===== src/rtl/grn_pkg.sv =====
// Shared constants, LUT container type and LUT evaluation helper for GRN network nodes.
// Latency: n/a (package only).
// Backpressure: n/a (package only).
package grn_pkg;

    localparam int GRN_SKIP_W     = 4;
    localparam int GRN_STAB_W     = 8;
    localparam int GRN_MAX_INPUTS = 6;

    // Wide enough for the largest supported table (2**6 entries).
    typedef logic [63:0] grn_lut_t;

    // Library node tables.
    // STAT1: ~in[1] & (in[0] | in[2] | in[3])
    localparam logic [15:0] GRN_LUT_STAT1 = 16'h3332;

    function automatic logic lut_eval(input grn_lut_t lut, input logic [5:0] idx);
        return lut[idx];
    endfunction

endpackage


===== src/rtl/grn_node_lut_if.sv =====
// Node control/observation bundle: network re-init, per-copy start strobes and regulator bits
// in; per-copy state, change pulse and stability flag out.
// Latency: n/a. Backpressure: none, strobes are accepted unconditionally.
interface grn_node_lut_if #(
    parameter int N_COPIES = 2,
    parameter int N_INPUTS = 4
);
    logic                         reset_nos;
    logic                         init_state;
    logic [N_COPIES-1:0]          start;
    logic [N_COPIES*N_INPUTS-1:0] in_bits;
    logic [N_COPIES-1:0]          s;
    logic [N_COPIES-1:0]          changed;
    logic [N_COPIES-1:0]          stable;

    modport master (
        output reset_nos, init_state, start, in_bits,
        input  s, changed, stable
    );

    modport slave (
        input  reset_nos, init_state, start, in_bits,
        output s, changed, stable
    );
endinterface


===== src/rtl/grn_node_copy.sv =====
// One simulation copy of a LUT node: state bit, skip divider, stability counter.
// Latency: 1 cycle from start strobe to updated o_s/o_changed/o_stable.
// Backpressure: none; every start is either an evaluation or a skip.
// Ports: clk/rst; i_reset_nos, i_init_state (network re-init); i_start, i_in_bits (update);
//        o_s (state), o_changed (1-cycle pulse on changing eval), o_stable (held long enough).
module grn_node_copy
    import grn_pkg::*;
#(
    parameter int                      N_INPUTS      = 4,
    parameter logic [2**N_INPUTS-1:0]  LUT           = GRN_LUT_STAT1,
    parameter int                      SKIP_W        = GRN_SKIP_W,
    parameter logic [SKIP_W-1:0]       SKIP          = '0,
    parameter int                      STAB_W        = GRN_STAB_W,
    parameter int                      STABLE_THRESH = 4
) (
    input  logic                clk,
    input  logic                rst,
    input  logic                i_reset_nos,
    input  logic                i_init_state,
    input  logic                i_start,
    input  logic [N_INPUTS-1:0] i_in_bits,
    output logic                o_s,
    output logic                o_changed,
    output logic                o_stable
);

    logic              r_s;
    logic [SKIP_W-1:0] r_cnt;
    logic [STAB_W-1:0] r_stab;
    logic              r_changed;
    logic              r_stable;

    logic              w_lut_out;
    logic              w_s_nxt;
    logic [SKIP_W-1:0] w_cnt_nxt;
    logic [STAB_W-1:0] w_stab_nxt;
    logic              w_changed_nxt;
    logic              w_stable_nxt;

    assign w_lut_out = lut_eval(grn_lut_t'(LUT), 6'(i_in_bits));

    always_comb begin
        w_s_nxt       = r_s;
        w_cnt_nxt     = r_cnt;
        w_stab_nxt    = r_stab;
        w_changed_nxt = 1'b0;   // changed is a pulse: cleared unless this edge is a changing eval

        if (i_reset_nos) begin
            // Re-init wins over start; zeroed skip count makes the next start evaluate.
            w_s_nxt    = i_init_state;
            w_cnt_nxt  = '0;
            w_stab_nxt = '0;
        end else if (i_start) begin
            if (r_cnt == '0) begin
                w_s_nxt   = w_lut_out;
                w_cnt_nxt = SKIP;
                if (w_lut_out == r_s) begin
                    // Saturate so a long-settled copy never wraps back to unstable.
                    if (r_stab != '1) begin
                        w_stab_nxt = r_stab + 1'b1;
                    end
                end else begin
                    w_stab_nxt    = '0;
                    w_changed_nxt = 1'b1;
                end
            end else begin
                w_cnt_nxt = r_cnt - 1'b1;
            end
        end
    end

    // Registered from the post-update count so stable rises on the threshold-reaching edge.
    assign w_stable_nxt = (w_stab_nxt >= STAB_W'(STABLE_THRESH));

    always_ff @(posedge clk) begin
        if (rst) begin
            r_s       <= 1'b0;
            r_cnt     <= '0;
            r_stab    <= '0;
            r_changed <= 1'b0;
            r_stable  <= 1'b0;
        end else begin
            r_s       <= w_s_nxt;
            r_cnt     <= w_cnt_nxt;
            r_stab    <= w_stab_nxt;
            r_changed <= w_changed_nxt;
            r_stable  <= w_stable_nxt;
        end
    end

    assign o_s       = r_s;
    assign o_changed = r_changed;
    assign o_stable  = r_stable;

endmodule


===== src/rtl/grn_node_lut.sv =====
// Parametrised Boolean-network node: N_COPIES independent LUT-evaluated state copies.
// Latency: 1 cycle from start[c] to s/changed/stable of copy c.
// Backpressure: none; start strobes are always accepted.
// Ports: clk, rst (sync, active-high); bus (slave modport: reset_nos, init_state, start,
//        in_bits in; s, changed, stable out).
module grn_node_lut
    import grn_pkg::*;
#(
    parameter int                           N_COPIES      = 2,
    parameter int                           N_INPUTS      = 4,
    parameter logic [2**N_INPUTS-1:0]       LUT           = GRN_LUT_STAT1,
    parameter int                           SKIP_W        = GRN_SKIP_W,
    parameter logic [N_COPIES*SKIP_W-1:0]   SKIP_VEC      = {4'd0, 4'd1},
    parameter int                           STAB_W        = GRN_STAB_W,
    parameter int                           STABLE_THRESH = 4
) (
    input  logic          clk,
    input  logic          rst,
    grn_node_lut_if.slave bus
);

    logic [N_COPIES-1:0] w_s;
    logic [N_COPIES-1:0] w_changed;
    logic [N_COPIES-1:0] w_stable;

    for (genvar c = 0; c < N_COPIES; c++) begin : g_copy
        grn_node_copy #(
            .N_INPUTS      (N_INPUTS),
            .LUT           (LUT),
            .SKIP_W        (SKIP_W),
            .SKIP          (SKIP_VEC[c*SKIP_W +: SKIP_W]),
            .STAB_W        (STAB_W),
            .STABLE_THRESH (STABLE_THRESH)
        ) u_copy (
            .clk          (clk),
            .rst          (rst),
            .i_reset_nos  (bus.reset_nos),
            .i_init_state (bus.init_state),
            .i_start      (bus.start[c]),
            .i_in_bits    (bus.in_bits[c*N_INPUTS +: N_INPUTS]),
            .o_s          (w_s[c]),
            .o_changed    (w_changed[c]),
            .o_stable     (w_stable[c])
        );
    end

    assign bus.s       = w_s;
    assign bus.changed = w_changed;
    assign bus.stable  = w_stable;

endmodule


===== src/flat_wrapper.sv =====
// flat-port wrapper written by rule: the top's interface ports become plain ports
module grn_node_lut_flat import grn_pkg::*;
#(
    parameter int                           N_COPIES      = 2,
    parameter int                           N_INPUTS      = 4,
    parameter logic [2**N_INPUTS-1:0]       LUT           = GRN_LUT_STAT1,
    parameter int                           SKIP_W        = GRN_SKIP_W,
    parameter logic [N_COPIES*SKIP_W-1:0]   SKIP_VEC      = {4'd0, 4'd1},
    parameter int                           STAB_W        = GRN_STAB_W,
    parameter int                           STABLE_THRESH = 4
)
  (clk, rst, bus_reset_nos, bus_init_state, bus_start, bus_in_bits, bus_s, bus_changed, bus_stable);
  grn_node_lut_if #(.N_COPIES(N_COPIES), .N_INPUTS(N_INPUTS)) bus_i ();
  input  logic clk;
  input  logic rst;
  input wire logic [$bits(bus_i.reset_nos)-1:0] bus_reset_nos;
  input wire logic [$bits(bus_i.init_state)-1:0] bus_init_state;
  input wire logic [$bits(bus_i.start)-1:0] bus_start;
  input wire logic [$bits(bus_i.in_bits)-1:0] bus_in_bits;
  output wire logic [$bits(bus_i.s)-1:0] bus_s;
  output wire logic [$bits(bus_i.changed)-1:0] bus_changed;
  output wire logic [$bits(bus_i.stable)-1:0] bus_stable;
  assign bus_i.reset_nos = bus_reset_nos;
  assign bus_i.init_state = bus_init_state;
  assign bus_i.start = bus_start;
  assign bus_i.in_bits = bus_in_bits;
  assign bus_s = bus_i.s;
  assign bus_changed = bus_i.changed;
  assign bus_stable = bus_i.stable;
  grn_node_lut #(.N_COPIES(N_COPIES), .N_INPUTS(N_INPUTS), .LUT(LUT), .SKIP_W(SKIP_W), .SKIP_VEC(SKIP_VEC), .STAB_W(STAB_W), .STABLE_THRESH(STABLE_THRESH)) u_core (.clk(clk), .rst(rst), .bus(bus_i));
endmodule

===== config.mk =====
export PLATFORM = sky130hd
export DESIGN_NAME = grn_node_lut_flat
export DESIGN_NICKNAME = d
export VERILOG_FILES = /design/src/rtl/grn_pkg.sv /design/src/rtl/grn_node_lut_if.sv /design/src/rtl/grn_node_copy.sv /design/src/rtl/grn_node_lut.sv /design/src/flat_wrapper.sv
export SDC_FILE = /design/constraint.sdc
export NUM_CORES = 1
export LEC_CHECK = 0
export BUFFER_PORTS_ARGS = -buffer_cell sky130_fd_sc_hd__buf_2
export CORE_ASPECT_RATIO = 0.7
export CORE_MARGIN = 3
export CORE_UTILIZATION = 45
export CTS_CLUSTER_SIZE = 12
export DETAILED_ROUTE_END_ITERATION = 6
export GPL_TIMING_DRIVEN = 0
export PLACE_DENSITY = 0.66
export REMOVE_ABC_BUFFERS = 1
export SLEW_MARGIN = 25
export SYNTH_ARGS = -nofsm -noshare
export SYNTH_HDL_FRONTEND = slang
export SYNTH_SLANG_ARGS = --single-unit

===== constraint.sdc =====
create_clock -name clk -period 1.8 [get_ports clk]
set_input_delay 0 -clock clk [delete_from_list [all_inputs] [get_ports clk]]
set_output_delay 0 -clock clk [all_outputs]
set_load 0.03 [all_outputs]

==> results of run 1 <==
[registers in the layout, indices dropped and copies added, names as in the netlist]
| name | cells |
|---|---|
| u_core.g_copy.u_copy.r_stab | 16 |
| u_core.g_copy.u_copy.r_cnt | 8 |
| u_core.g_copy.u_copy.o_changed | 2 |
| u_core.g_copy.u_copy.o_s | 2 |
| u_core.g_copy.u_copy.o_stable | 2 |
[repair_timing]
action | 4_1_cts | 5_1_grt
endpoints found under the setup margin | 11 | 8
gates resized for setup | 13 | 14
hold endpoints to repair | 1 | 0
hold buffers | 1 | 0
buffers inserted | 8 | 2
pin swaps | 11 | 6
[worst max-delay path, cell delays in order, from the launching register on]
cell       delay, ns
dfxtp_2         0.32
nand2b_4        0.13
or4_4           0.53
or4_4           0.42
o211ai_1        0.12
nand4bb_1       0.12
[per-stage QoR]
step | utilization, % | std cells
after floorplan | - | 169
after global placement | 51.5 | 235
after detailed placement | 51.5 | 235
after CTS | 58.3 | 252
after global routing | 60.6 | 254
final | 60.6 | 254
[cell type report]
type                            count  area [um2]  share of cell area, %
Tap cell                           47        58.8                   2.94
Multi-Input combinational cell    135        1020                   51.3
Clock buffer                        5        68.8                   3.44
Sequential cell                    30         607                   30.4
Timing Repair Buffer               30         184                   9.20
Inverter                            4        15.0                  0.751
Clock inverter                      3        40.0                   2.00
[synthesized netlist by cell type, types with 3 or more instances]
| master | count |
|---|---|
| dfxtp_1 | 30 |
| nor2_1 | 24 |
| nand2_1 | 14 |
| nor3_1 | 9 |
| a21oi_1 | 8 |
| o21ai_0 | 7 |
| buf_4 | 6 |
| xnor2_1 | 6 |
| nand2b_1 | 5 |
| nand3_1 | 5 |
| inv_1 | 4 |
| mux2i_1 | 3 |
| xor2_1 | 3 |
[worst paths after layout]
check,from,to,slack [ns],depth (start not counted)
worst max-delay path,u_core.g_copy[0].u_copy.r_cnt[0],u_core.g_copy[0].u_copy.o_stable,0.04,5
worst min-delay path,bus_reset_nos,u_core.g_copy[1].u_copy.o_s,0.02,3
worst max register to register,u_core.g_copy[0].u_copy.r_cnt[0],u_core.g_copy[0].u_copy.o_stable,0.04,5
worst min register to register,u_core.g_copy[0].u_copy.r_cnt[0],u_core.g_copy[0].u_copy.r_cnt[0],0.49,2
[per-layer routing]
metal	wire length, um	track usage (%)	vias to the layer above	part of all wire, %
met3	255	5.93	7	6.6
met1	1790	24.7	663	46
met4	58	7.11	0	1.5
li1	-	-	696	-
met2	1770	28.5	44	46
met5	0	0	-	0
[power groups by stage]
stage / Clock, uW / Combinational, uW / Sequential, uW
finish: 666 / 135 / 682
global route: 714 / 147 / 683
CTS: 677 / 129 / 680
detailed placement: 0 / 115 / 695
global placement: 0 / 111 / 694
floorplan: 0 / 65.5 / 703
[cells by family after synthesis]
family                     after synthesis
and+or+nand+nor                         85
buffers and inverters                   15
xor gates and xnor gates                 9
muxes                                    4
adders and majority gates                2
AOI/OAI and AO/OA                       35
DFF                                     30
==> summary.md, run 1 <==
| Metric | Value |
|---|---|
| CP arrival | `1.92 ns` |
| Worst hold slack | `0.0214 ns` |
| Core ar. | `0.00330 mm2` |
| Fin. max-slew vios | `0` |
| Root Driver | `clkbuf_8` |
| Final worst path period share | `97.6%` |
| First-pass GRT wire length | `6.47 mm` |
| Die height | `56.3 um` |
| IR drop worst, VDD | `0.369 mV` |
| Synth area leaders | `dfxtp_1 37%, nor2_1 5.5%, nand2_1 3.2%` |
| Register bit total from synthesis | `30` |
| Internal | `1140 uW` |
| CTS tree | `built` |
| Net Sw Power | `348 uW` |
| Leading area contributor after synthesis | `dfxtp_1` |
| WL/cell | `15.3 um` |
| Post-Route WL | `3.88 mm` |
| Power Density | `742 mW/mm2` |
| Max Cap Viol | `0` |
| GR Util All Layers | `18.7%` |
| Post-synthesis compound-gate area fraction | `16.9%` |
| Status | `complete, no violations` |
| Clock transition at path regs | `0.07 ns` |
| Initial antenna violation count | `0` |
| # diodes | `0` |
| Kind of start point of the critical path | `flop` |
| Fraction of layout cells with a size suffix above 1 | `34.8%` |
| GRT Residual Overflow | `0` |
| Clk pwr share | `44.9%` |
| Cells after synthesis | `180` |
| Mapped Area | `0.00163 mm2` |
| Library cells used by synthesis | `53` |
| GPL Wtd Cong | `0.902` |
| Post-Syn Area per Cell | `9.04 um2` |
| Worst setup EP type | `flop` |
| Largest net degree at the start of global routing | `12` |
| Most frequent cells in the layout | `25 x dfxtp_1, 24 x nor2_1, 19 x buf_2, 12 x nand2_1, 9 x buf_4` |
| Post-route cell area | `0.00200 mm2` |
| Setup CP Type | `reg -> reg` |
| Area growth syn-to-layout | `22.8%` |
| Vias in the first global route | `1,387` |
| Combinational power share | `9.1%` |
| Most common cell after layout, fill and taps aside | `dfxtp_1` |
| Clock latency on the worst-skew pair | `0.28 ns` |
| Die width | `77.9 um` |
| Area share of xor/xnor cells in the synthesized design | `4.84%` |
| Sink Count | `30` |
| Unrepaired setup endpoints after global routing | `true` |
| Fill cell count | `290` |
| Vias/cell | `5.55` |
| Clk_skew | `0.00405 ns` |
| Mux contribution to synthesized area | `2.54%` |
| Seq/Total Area, Yosys | `36.9%` |
| Simple-Gate Fraction of Synth Area | `31.2%` |
| Setup TNS | `0 ns` |
| Initial Util | `49.4%` |
| Synth Area in Adders | `1.54%` |
| Clk buf depth | `2` |
| DP Area | `0.00170 mm2` |
| Pre-antenna DRT Iters | `4` |
| Hold Path Class | `in -> reg` |
| Power, Total | `1480 uW` |
| Final worst setup slack | `0.0436 ns` |
| Crit path time final | `1.76 ns` |
| Max-slew headroom | `66.0%` |
| Pre-CTS setup slack | `-0.209 ns` |
| Top-area cell type share of the netlist area | `36.9%` |
| Endpoints failing setup | `0` |
| Row count | `17` |
| Worst Path Max Fanout | `5` |
| DRC violations left | `0` |
| Worst EP required | `1.96 ns` |
| Port bufs | `19` |
| Num CTS Buffers | `5` |
| Initial DRC count | `108` |
| Worst slew pin tran | `0.508 ns` |
| Fin. Hold Viols | `0` |
| Final net count | `222` |
| Routed Antenna Nets | `0` |
| Detailed placer's ending HPWL | `2.67 mm` |
| Top FF cell, synth | `dfxtp_1` |
| Leakage | `0.000741 uW` |
| Post-synth EDFFs | `0` |
| H-tree depth | `2` |
| Vias | `1,410` |
| Switching share of power | `23.5%` |
| Reg power frac | `46.0%` |
| Main combinational cell family by area after synthesis | `simple AND/OR/NAND/NOR gates` |
| Synth Warn # | `0` |
| Synth async-reset ratio | `0%` |
| Max Clk Rate | `0.569 GHz` |
| IO Pins | `20` |
| Die ar. | `0.00439 mm2` |
Power figures use the tool's default switching activity.
==> run 2: changes to the inputs <==
--- a/config.mk
+++ b/config.mk
@@ -13,7 +13,6 @@
 export DETAILED_ROUTE_END_ITERATION = 6
 export GPL_TIMING_DRIVEN = 0
 export PLACE_DENSITY = 0.66
-export REMOVE_ABC_BUFFERS = 1
 export SLEW_MARGIN = 25
 export SYNTH_ARGS = -nofsm -noshare
 export SYNTH_HDL_FRONTEND = slang
==> run 2 against run 1 <==
  * The run now ends with negative setup slack left
  * Total power fell by 2.0%
  * Setup slack got worse by 0.056 ns
  * Critical path type unchanged
  * Critical endpoint unchanged
  * Routed wire length fell by 6.4%
  * Cell area rose by 1.7%
  * Global-route usage fell by 1.3 points
  * Cell count rose by 3.1%
==> summary.md, run 2 (synthesis gave the netlist of run 1 again) <==
| Metric | Value |
|---|---|
| Switching share of power | `22.9% (was 23.5%)` |
| Post-Route WL | `3.63 mm (was 3.88 mm)` |
| Die ar. | `0.00439 mm2 (unchanged)` |
| Die height | `56.3 um (unchanged)` |
| Worst slew pin tran | `0.546 ns (was 0.508 ns)` |
| Detailed placer's ending HPWL | `2.60 mm (was 2.67 mm)` |
| Unrepaired setup endpoints after global routing | `true (unchanged)` |
| Violations in the final reports | `negative setup slack` |
| GPL Wtd Cong | `0.909 (was 0.902)` |
| Final worst setup slack | `-0.0127 ns (was 0.0436 ns)` |
| Kind of start point of the critical path | `flop (unchanged)` |
| Crit path time final | `1.81 ns (was 1.76 ns)` |
| Vias/cell | `5.45 (was 5.55)` |
| Clock transition at path regs | `0.06 ns (was 0.07 ns)` |
| Clk buf depth | `2 (unchanged)` |
| GRT Residual Overflow | `0 (unchanged)` |
| Vias in the first global route | `1,320 (was 1,387)` |
| Peak per-stage delay on the critical path | `0.58 ns (was 0.53 ns)` |
| First-pass GRT wire length | `5.98 mm (was 6.47 mm)` |
| Most frequent cells in the layout | `26 x dfxtp_1, 24 x nor2_1, 21 x buf_2, 13 x nand2_1, 13 x buf_4 (was 25 x dfxtp_1, 24 x nor2_1, 19 x buf_2, 12 x nand2_1, 9 x buf_4)` |
| Final net count | `230 (was 222)` |
| Net Sw Power | `334 uW (was 348 uW)` |
| Clk_skew | `0.00340 ns (was 0.00405 ns)` |
| GR Util All Layers | `17.4% (was 18.7%)` |
| Max Cap Viol | `0 (unchanged)` |
| Largest register FFs | `16 (unchanged)` |
| Num CTS Buffers | `5 (unchanged)` |
| Worst setup EP type | `flop (unchanged)` |
| Sink Count | `30 (unchanged)` |
| DP Area | `0.00178 mm2 (was 0.00170 mm2)` |
| Clock latency on the worst-skew pair | `0.28 ns (about the same)` |
| Pre-antenna DRT Iters | `5 (was 4)` |
| Syn Nets | `196` |
| Biggest register | `u_core.g_copy.u_copy.r_stab (unchanged)` |
| IR drop worst, VDD | `0.475 mV (was 0.369 mV)` |
| Most common cell after layout, fill and taps aside | `dfxtp_1 (unchanged)` |
| Setup TNS | `-0.0127 ns (was 0 ns)` |
| IO Pins | `20 (unchanged)` |
| Largest registers | `u_core.g_copy.u_copy.r_stab x16, u_core.g_copy.u_copy.r_cnt x8 (unchanged)` |
| Routed Antenna Nets | `0 (unchanged)` |
| Setup CP Type | `reg -> reg (unchanged)` |
| Power Density | `716 mW/mm2 (was 742 mW/mm2)` |
| Area growth syn-to-layout | `24.8% (was 22.8%)` |
| Final worst path period share | `101% (was 97.6%)` |
| Worst EP required | `1.96 ns (about the same)` |
| Vias | `1,427 (was 1,410)` |
| Fin. max-slew vios | `0 (unchanged)` |
| Max-slew headroom | `63.3% (was 66.0%)` |
| CTS tree | `built (unchanged)` |
| CP arrival | `1.97 ns (was 1.92 ns)` |
| Fill cell count | `276 (was 290)` |
| Die width | `77.9 um (unchanged)` |
| Clk pwr share | `43.4% (was 44.9%)` |
| Fin. Hold Viols | `0 (unchanged)` |
| DRC violations left | `0 (unchanged)` |
| Crit path cell chain | `nand2b_4 > or4_4 > buf_12 > o221a_2 > nand4bb_1 (was nand2b_4 > or4_4 > or4_4 > o211ai_1 > nand4bb_1)` |
| Worst Path Max Fanout | `8 (was 5)` |
| Initial antenna violation count | `0 (unchanged)` |
| Initial DRC count | `99 (was 108)` |
| Row count | `17 (unchanged)` |
| Crit-path slowest cell | `or4_4 (unchanged)` |
| Reg power frac | `46.8% (was 46.0%)` |
| Leakage | `0.000782 uW (was 0.000741 uW)` |
| Largest net degree at the start of global routing | `11 (was 12)` |
| Initial Util | `49.4% (unchanged)` |
| Internal | `1120 uW (was 1140 uW)` |
| Fraction of layout cells with a size suffix above 1 | `34.4% (was 34.8%)` |
| Root Driver | `clkbuf_8 (unchanged)` |
| Endpoints failing setup | `1 (was 0)` |
| # diodes | `0 (unchanged)` |
| Status | `finished with violations (was complete, no violations)` |
| Combinational power share | `9.9% (was 9.1%)` |
| WL/cell | `13.8 um (was 15.3 um)` |
| Port bufs | `19 (unchanged)` |
| Core ar. | `0.00330 mm2 (unchanged)` |
| Max Clk Rate | `0.552 GHz (was 0.569 GHz)` |
| Post-route cell area | `0.00203 mm2 (was 0.00200 mm2)` |
| Hold Path Class | `in -> reg (unchanged)` |
| H-tree depth | `2 (unchanged)` |
run 2: cell count changes in the layout (fill, tap and decap cells not counted), sizes merged:
| cell | delta |
|---|---|
| buf | +7 |
| clkinv | -2 |
| bufinv | -1 |
| clkbuf | +4 |
run 2: what timing repair did:
| action | 4_1_cts | 5_1_grt |
|---|---|---|
| gates resized for setup | 8 | 14 |
| hold buffers | 1 | 0 |
| buffers inserted | 4 | 3 |
| hold endpoints to repair | 1 | 0 |
| endpoints found under the setup margin | 9 | 9 |
| pin swaps | 5 | 8 |
run 2: cell type report:
type,count,area (um2),area share [%]
Tap cell,47,58.8,2.89
Timing Repair Buffer,27,158,7.76
Clock buffer,8,110,5.42
Buffer,11,90.1,4.43
Sequential cell,30,608,29.9
Inverter,4,15.0,0.739
Multi-Input combinational cell,135,992,48.8
run 2: routing by layer:
layer / vias to the layer above / GRT usage [%] / share of wire, %
li1: 719 / - / -
met1: 652 / 23.9 / 47
met2: 49 / 25.1 / 42
met3: 7 / 5.29 / 8.9
met4: 0 / 7.36 / 1.4
met5: - / 0 / 0
run 2: critical path, delay by kind of cell, from the launching register on:
kind	cells	cell delay (ns)
flops	1	0.32
simple gates	3	0.92
buf+inv	1	0.17
compound gates	1	0.30
run 2: through the flow:
step	hold slack (ns)	util (%)	setup WS [ns]	total power, uW	instances
CTS	0.00867	59.2	0.00123	1460	259
floorplan	0.0724	-	0.0548	780	180
detailed placement	0.220	54.0	-0.144	821	246
global placement	0.208	54.0	-0.147	817	246
finish	0.0187	61.6	-0.0127	1450	262
global route	0.0328	61.6	-0.0789	1520	262
run 2: path summary, 6_finish.rpt:
kind / startpoint / to / slack (ns) / cells after the start
min reg2reg: u_core.g_copy[0].u_copy.r_cnt[0] / u_core.g_copy[0].u_copy.r_cnt[0] / 0.47 / 2
max reg2reg: u_core.g_copy[0].u_copy.r_cnt[0] / u_core.g_copy[0].u_copy.o_stable / -0.01 / 5
min: bus_reset_nos / u_core.g_copy[1].u_copy.o_s / 0.02 / 3
max: u_core.g_copy[0].u_copy.r_cnt[0] / u_core.g_copy[0].u_copy.o_stable / -0.01 / 5
run 2: power groups by stage:
stage               registers [uW]  clock network [uW]  logic, uW
floorplan                      693                   0       87.0
finish                         680                 631        143
global route                   681                 679        157
detailed placement             695                   0        126
CTS                            680                 647        130
global placement               694                   0        123
==> run 3: changes to the inputs <==
--- a/config.mk
+++ b/config.mk
@@ -13,7 +13,9 @@
 export DETAILED_ROUTE_END_ITERATION = 6
 export GPL_TIMING_DRIVEN = 0
 export PLACE_DENSITY = 0.66
+export SKIP_LAST_GASP = 1
 export SLEW_MARGIN = 25
 export SYNTH_ARGS = -nofsm -noshare
 export SYNTH_HDL_FRONTEND = slang
+export SYNTH_HIERARCHICAL = 1
 export SYNTH_SLANG_ARGS = --single-unit
==> run 3 against run 2 <==
  * The flow now finishes without violations
  * Cell count fell by 9.5%
  * Area after synthesis fell by 7.5%
  * Clock power rose by 9.4%
  * Routed wire length fell by 10%
  * Hold slack lost 0.0058 ns
  * Combinational power is 4% lower
  * Total power up 3.6%
  * Die area fell by 6.8%
  * Clock-buffer cell count fell by 2
  * Sequential cell count stayed put
==> summary.md, run 3 <==
| Metric | Value |
|---|---|
| Status | `complete, no violations (was finished with violations)` |
| Buf/Inv on CP | `0 (was 1)` |
| Reg2reg end | `u_core/g_copy[1].u_copy/o_stable (was u_core.g_copy[0].u_copy.o_stable)` |
| Worst reg2reg startpoint | `u_core/g_copy[1].u_copy/r_cnt[0] (was u_core.g_copy[0].u_copy.r_cnt[0])` |
| Switching share of power | `22.2% (was 22.9%)` |
| Post-Syn Area per Cell | `9.07 um2 (was 9.04 um2)` |
| Kind of start point of the critical path | `flop (unchanged)` |
| Largest net degree at the start of global routing | `10 (was 11)` |
| Detailed placer's ending HPWL | `2.28 mm (was 2.60 mm)` |
| Peak per-stage delay on the critical path | `0.59 ns (was 0.58 ns)` |
| Worst Path Max Fanout | `5 (was 8)` |
| Sink Count | `30 (unchanged)` |
| Synth async-reset ratio | `0% (unchanged)` |
| Area share of xor/xnor cells in the synthesized design | `7.97% (was 4.84%)` |
| Hold-critical path depth | `2 (was 3)` |
| Final worst path period share | `98.5% (was 101%)` |
| Core ar. | `0.00298 mm2 (was 0.00330 mm2)` |
| Library cells used by synthesis | `52 (was 53)` |
| Synth area leaders | `dfxtp_1 40%, nor2_1 6.7%, nor3_1 3.0% (was dfxtp_1 37%, nor2_1 5.5%, nand2_1 3.2%)` |
| CTS tree | `built (unchanged)` |
| GPL Wtd Cong | `0.867 (was 0.909)` |
| Die ar. | `0.00409 mm2 (was 0.00439 mm2)` |
| Row count | `16 (was 17)` |
| Most frequent cells in the layout | `25 x nor2_1, 22 x dfxtp_1, 20 x buf_2, 10 x nand2_1, 9 x nor3_1 (was 26 x dfxtp_1, 24 x nor2_1, 21 x buf_2, 13 x nand2_1, 13 x buf_4)` |
| CP arrival | `1.92 ns (was 1.97 ns)` |
| Max-slew headroom | `76.1% (was 63.3%)` |
| Crit-path slowest cell | `or4b_4 (was or4_4)` |
| Clk_skew | `0.00794 ns (was 0.00340 ns)` |
| Top FF cell, synth | `dfxtp_1 (unchanged)` |
| DRC violations left | `0 (unchanged)` |
| Internal | `1170 uW (was 1120 uW)` |
| Largest registers | `u_core/g_copy.u_copy/r_stab x16, u_core/g_copy.u_copy/r_cnt x8 (was u_core.g_copy.u_copy.r_stab x16, u_core.g_copy.u_copy.r_cnt x8)` |
| Post-Route WL | `3.26 mm (was 3.63 mm)` |
| Metal3 WL | `227 um (was 322 um)` |
| Post-synthesis compound-gate area fraction | `17.4% (was 16.9%)` |
| Worst hold start | `bus_reset_nos (unchanged)` |
| Die width | `75.2 um (was 77.9 um)` |
| Largest register FFs | `16 (unchanged)` |
| Combinational power share | `9.1% (was 9.9%)` |
| Leakage | `0.000746 uW (was 0.000782 uW)` |
| Uppermost routed layer | `met4 (unchanged)` |
| Fraction of layout cells with a size suffix above 1 | `33.3% (was 34.4%)` |
| Fill cell count | `230 (was 276)` |
| Max Cap Viol | `0 (unchanged)` |
| Most common cell after layout, fill and taps aside | `nor2_1 (was dfxtp_1)` |
| Reg2Reg Setup Slack | `0.03 ns (was -0.01 ns)` |
| Post-synth top cells | `30 x dfxtp_1, 27 x nor2_1, 10 x nand2_1, 9 x nor3_1 (was 30 x dfxtp_1, 24 x nor2_1, 14 x nand2_1, 9 x nor3_1, 8 x a21oi_1)` |
| First-pass GRT wire length | `5.41 mm (was 5.98 mm)` |
| Clk pwr share | `45.8% (was 43.4%)` |
| Die height | `54.4 um (was 56.3 um)` |
| Routed Antenna Nets | `0 (unchanged)` |
| Synth Area in Adders | `1.66% (was 1.54%)` |
| Top-area cell type share of the netlist area | `39.9% (was 36.9%)` |
| Initial Util | `50.5% (was 49.4%)` |
| Vias/cell | `5.52 (was 5.45)` |
| Vias | `1,309 (was 1,427)` |
| IR drop worst, VDD | `0.611 mV (was 0.475 mV)` |
| Main combinational cell family by area after synthesis | `simple AND/OR/NAND/NOR gates (unchanged)` |
| Cells after synthesis | `166 (was 180)` |
| Syn Nets | `182 (was 196)` |
| Clock transition at path regs | `0.06 ns (about the same)` |
| Crit path time final | `1.77 ns (was 1.81 ns)` |
| Fin. Hold Viols | `0 (unchanged)` |
| Fin. max-slew vios | `0 (unchanged)` |
| Power, Total | `1510 uW (was 1450 uW)` |
| H-tree depth | `2 (unchanged)` |
| WL/cell | `13.8 um (about the same)` |
| Worst setup EP type | `flop (unchanged)` |
| Final net count | `217 (was 230)` |
| Register bit total from synthesis | `30 (unchanged)` |
| GR Util All Layers | `18.4% (was 17.4%)` |
| Clock latency on the worst-skew pair | `0.28 ns (about the same)` |
| Simple-Gate Fraction of Synth Area | `29.5% (was 31.2%)` |
| # diodes | `0 (unchanged)` |
| Power Density | `782 mW/mm2 (was 716 mW/mm2)` |
| Mux contribution to synthesized area | `2.74% (was 2.54%)` |
| Seq/Total Area, Yosys | `39.9% (was 36.9%)` |
| Max Clk Rate | `0.564 GHz (was 0.552 GHz)` |
| Pre-antenna DRT Iters | `4 (was 5)` |
| Unrepaired setup endpoints after global routing | `true (unchanged)` |
| Root Driver | `clkbuf_8 (unchanged)` |
| Count leader, synth | `dfxtp_1 (unchanged)` |
| Hold EP | `u_core/g_copy[1].u_copy/o_changed (was u_core.g_copy[1].u_copy.o_s)` |
| Synth Warn # | `6 (was 0)` |
| Clk buf depth | `2 (unchanged)` |
| Worst slew pin tran | `0.358 ns (was 0.546 ns)` |
| Leading area contributor after synthesis | `dfxtp_1 (unchanged)` |
| Setup TNS | `0 ns (was -0.0127 ns)` |
| Initial DRC count | `105 (was 99)` |
| Hold Path Class | `in -> reg (unchanged)` |
| IO Pins | `20 (unchanged)` |
| GRT Residual Overflow | `0 (unchanged)` |
| Initial antenna violation count | `0 (unchanged)` |
| Biggest register | `u_core/g_copy.u_copy/r_stab (was u_core.g_copy.u_copy.r_stab)` |
| Post-synth EDFFs | `0 (unchanged)` |
| Num CTS Buffers | `5 (unchanged)` |
| Cell family with most CP delay | `simple AND/OR/NAND/NOR gates (unchanged)` |
| Crit path cell chain | `or4b_4 > a211oi_4 > and2b_1 > xnor2_2 > a41oi_2 (was nand2b_4 > or4_4 > buf_12 > o221a_2 > nand4bb_1)` |
| Endpoints failing setup | `0 (was 1)` |
| Worst EP required | `1.95 ns (was 1.96 ns)` |
| Mapped Area | `0.00151 mm2 (was 0.00163 mm2)` |
| R2R depth | `5 (unchanged)` |
| Port bufs | `19 (unchanged)` |
| WL met2 | `1.36 mm (was 1.54 mm)` |
| Vias in the first global route | `1,206 (was 1,320)` |
| Net Sw Power | `335 uW (was 334 uW)` |
| Area growth syn-to-layout | `28.0% (was 24.8%)` |
| Setup CP Type | `reg -> reg (unchanged)` |
| Wl on met1 | `1.60 mm (was 1.72 mm)` |
| Reg power frac | `45.1% (was 46.8%)` |
-- run 3: power groups by stage --
| stage | Combinational (uW) | Clock (uW) | Sequential, uW |
|---|---|---|---|
| finish | 137 | 690 | 680 |
| floorplan | 71.3 | 0 | 704 |
| global placement | 117 | 0 | 695 |
| CTS | 133 | 706 | 681 |
| global route | 150 | 740 | 681 |
| detailed placement | 119 | 0 | 695 |
-- run 3: logic make-up (layout without fill, tap and decap cells) --
logic type / after synthesis / after routing
and+or+nand+nor: 82 / 82
muxes: 4 / 4
buffers and inverters: 3 / 38
adders and majority gates: 2 / 2
DFF: 30 / 30
xor gates and xnor gates: 12 / 12
AOI/OAI and AO/OA: 33 / 33
-- run 3: area by class of cell --
| class | instances | area, um2 | area share (%) |
|---|---|---|---|
| clock inverter | 1 | 30.0 | 1.56 |
| multi-input combinational | 133 | 970 | 50.3 |
| buffer | 1 | 5.00 | 0.260 |
| sequential | 30 | 616 | 31.9 |
| inverter | 2 | 7.51 | 0.389 |
| tap | 36 | 45.0 | 2.34 |
| clock buffer | 6 | 82.6 | 4.28 |
| timing repair buffer | 28 | 173 | 8.96 |
-- run 3: per-layer routing --
| metal | vias to the layer above | global-route usage [%] |
|---|---|---|
| met2 | 36 | 26.0 |
| li1 | 672 | - |
| met3 | 9 | 5.69 |
| met1 | 592 | 24.4 |
| met4 | 0 | 11.0 |
| met5 | - | 0 |
-- run 3: what timing repair did --
item	4_1_cts	5_1_grt
pin swaps	3	5
hold buffers	4	0
gates resized for setup	7	18
setup endpoints to repair	11	10
hold endpoints to repair	5	0
setup buffers	4	1
-- run 3: worst max-delay path by stage --
stage	end	cells past startpoint	from	slack [ns]
floorplan	u_core/g_copy[0].u_copy/o_stable	7	u_core/g_copy[0].u_copy/r_stab[0]	0.06
finish	u_core/g_copy[1].u_copy/o_stable	5	u_core/g_copy[1].u_copy/r_cnt[0]	0.03
global placement	u_core/g_copy[0].u_copy/o_stable	7	u_core/g_copy[0].u_copy/r_stab[0]	-0.15
CTS	u_core/g_copy[0].u_copy/o_stable	7	u_core/g_copy[0].u_copy/r_stab[0]	-0.03
detailed placement	u_core/g_copy[0].u_copy/o_stable	7	u_core/g_copy[0].u_copy/r_stab[0]	-0.20
global route	u_core/g_copy[0].u_copy/o_stable	9	bus_start[0]	-0.03
-- run 3: per-stage QoR --
step	hold WS (ns)	std cells	cell area (um2)	util (%)	setup WS [ns]
3_3_place_gp	0.272	221	1650	55.2	-0.153
4_1_cts	0.00887	236	1860	62.3	-0.0307
6_report	0.0128	237	1930	64.6	0.0271
3_5_place_dp	0.278	221	1650	55.2	-0.196
5_1_grt	0.0279	237	1930	64.6	-0.0328
2_1_floorplan	0.0724	166	1510	-	0.0609
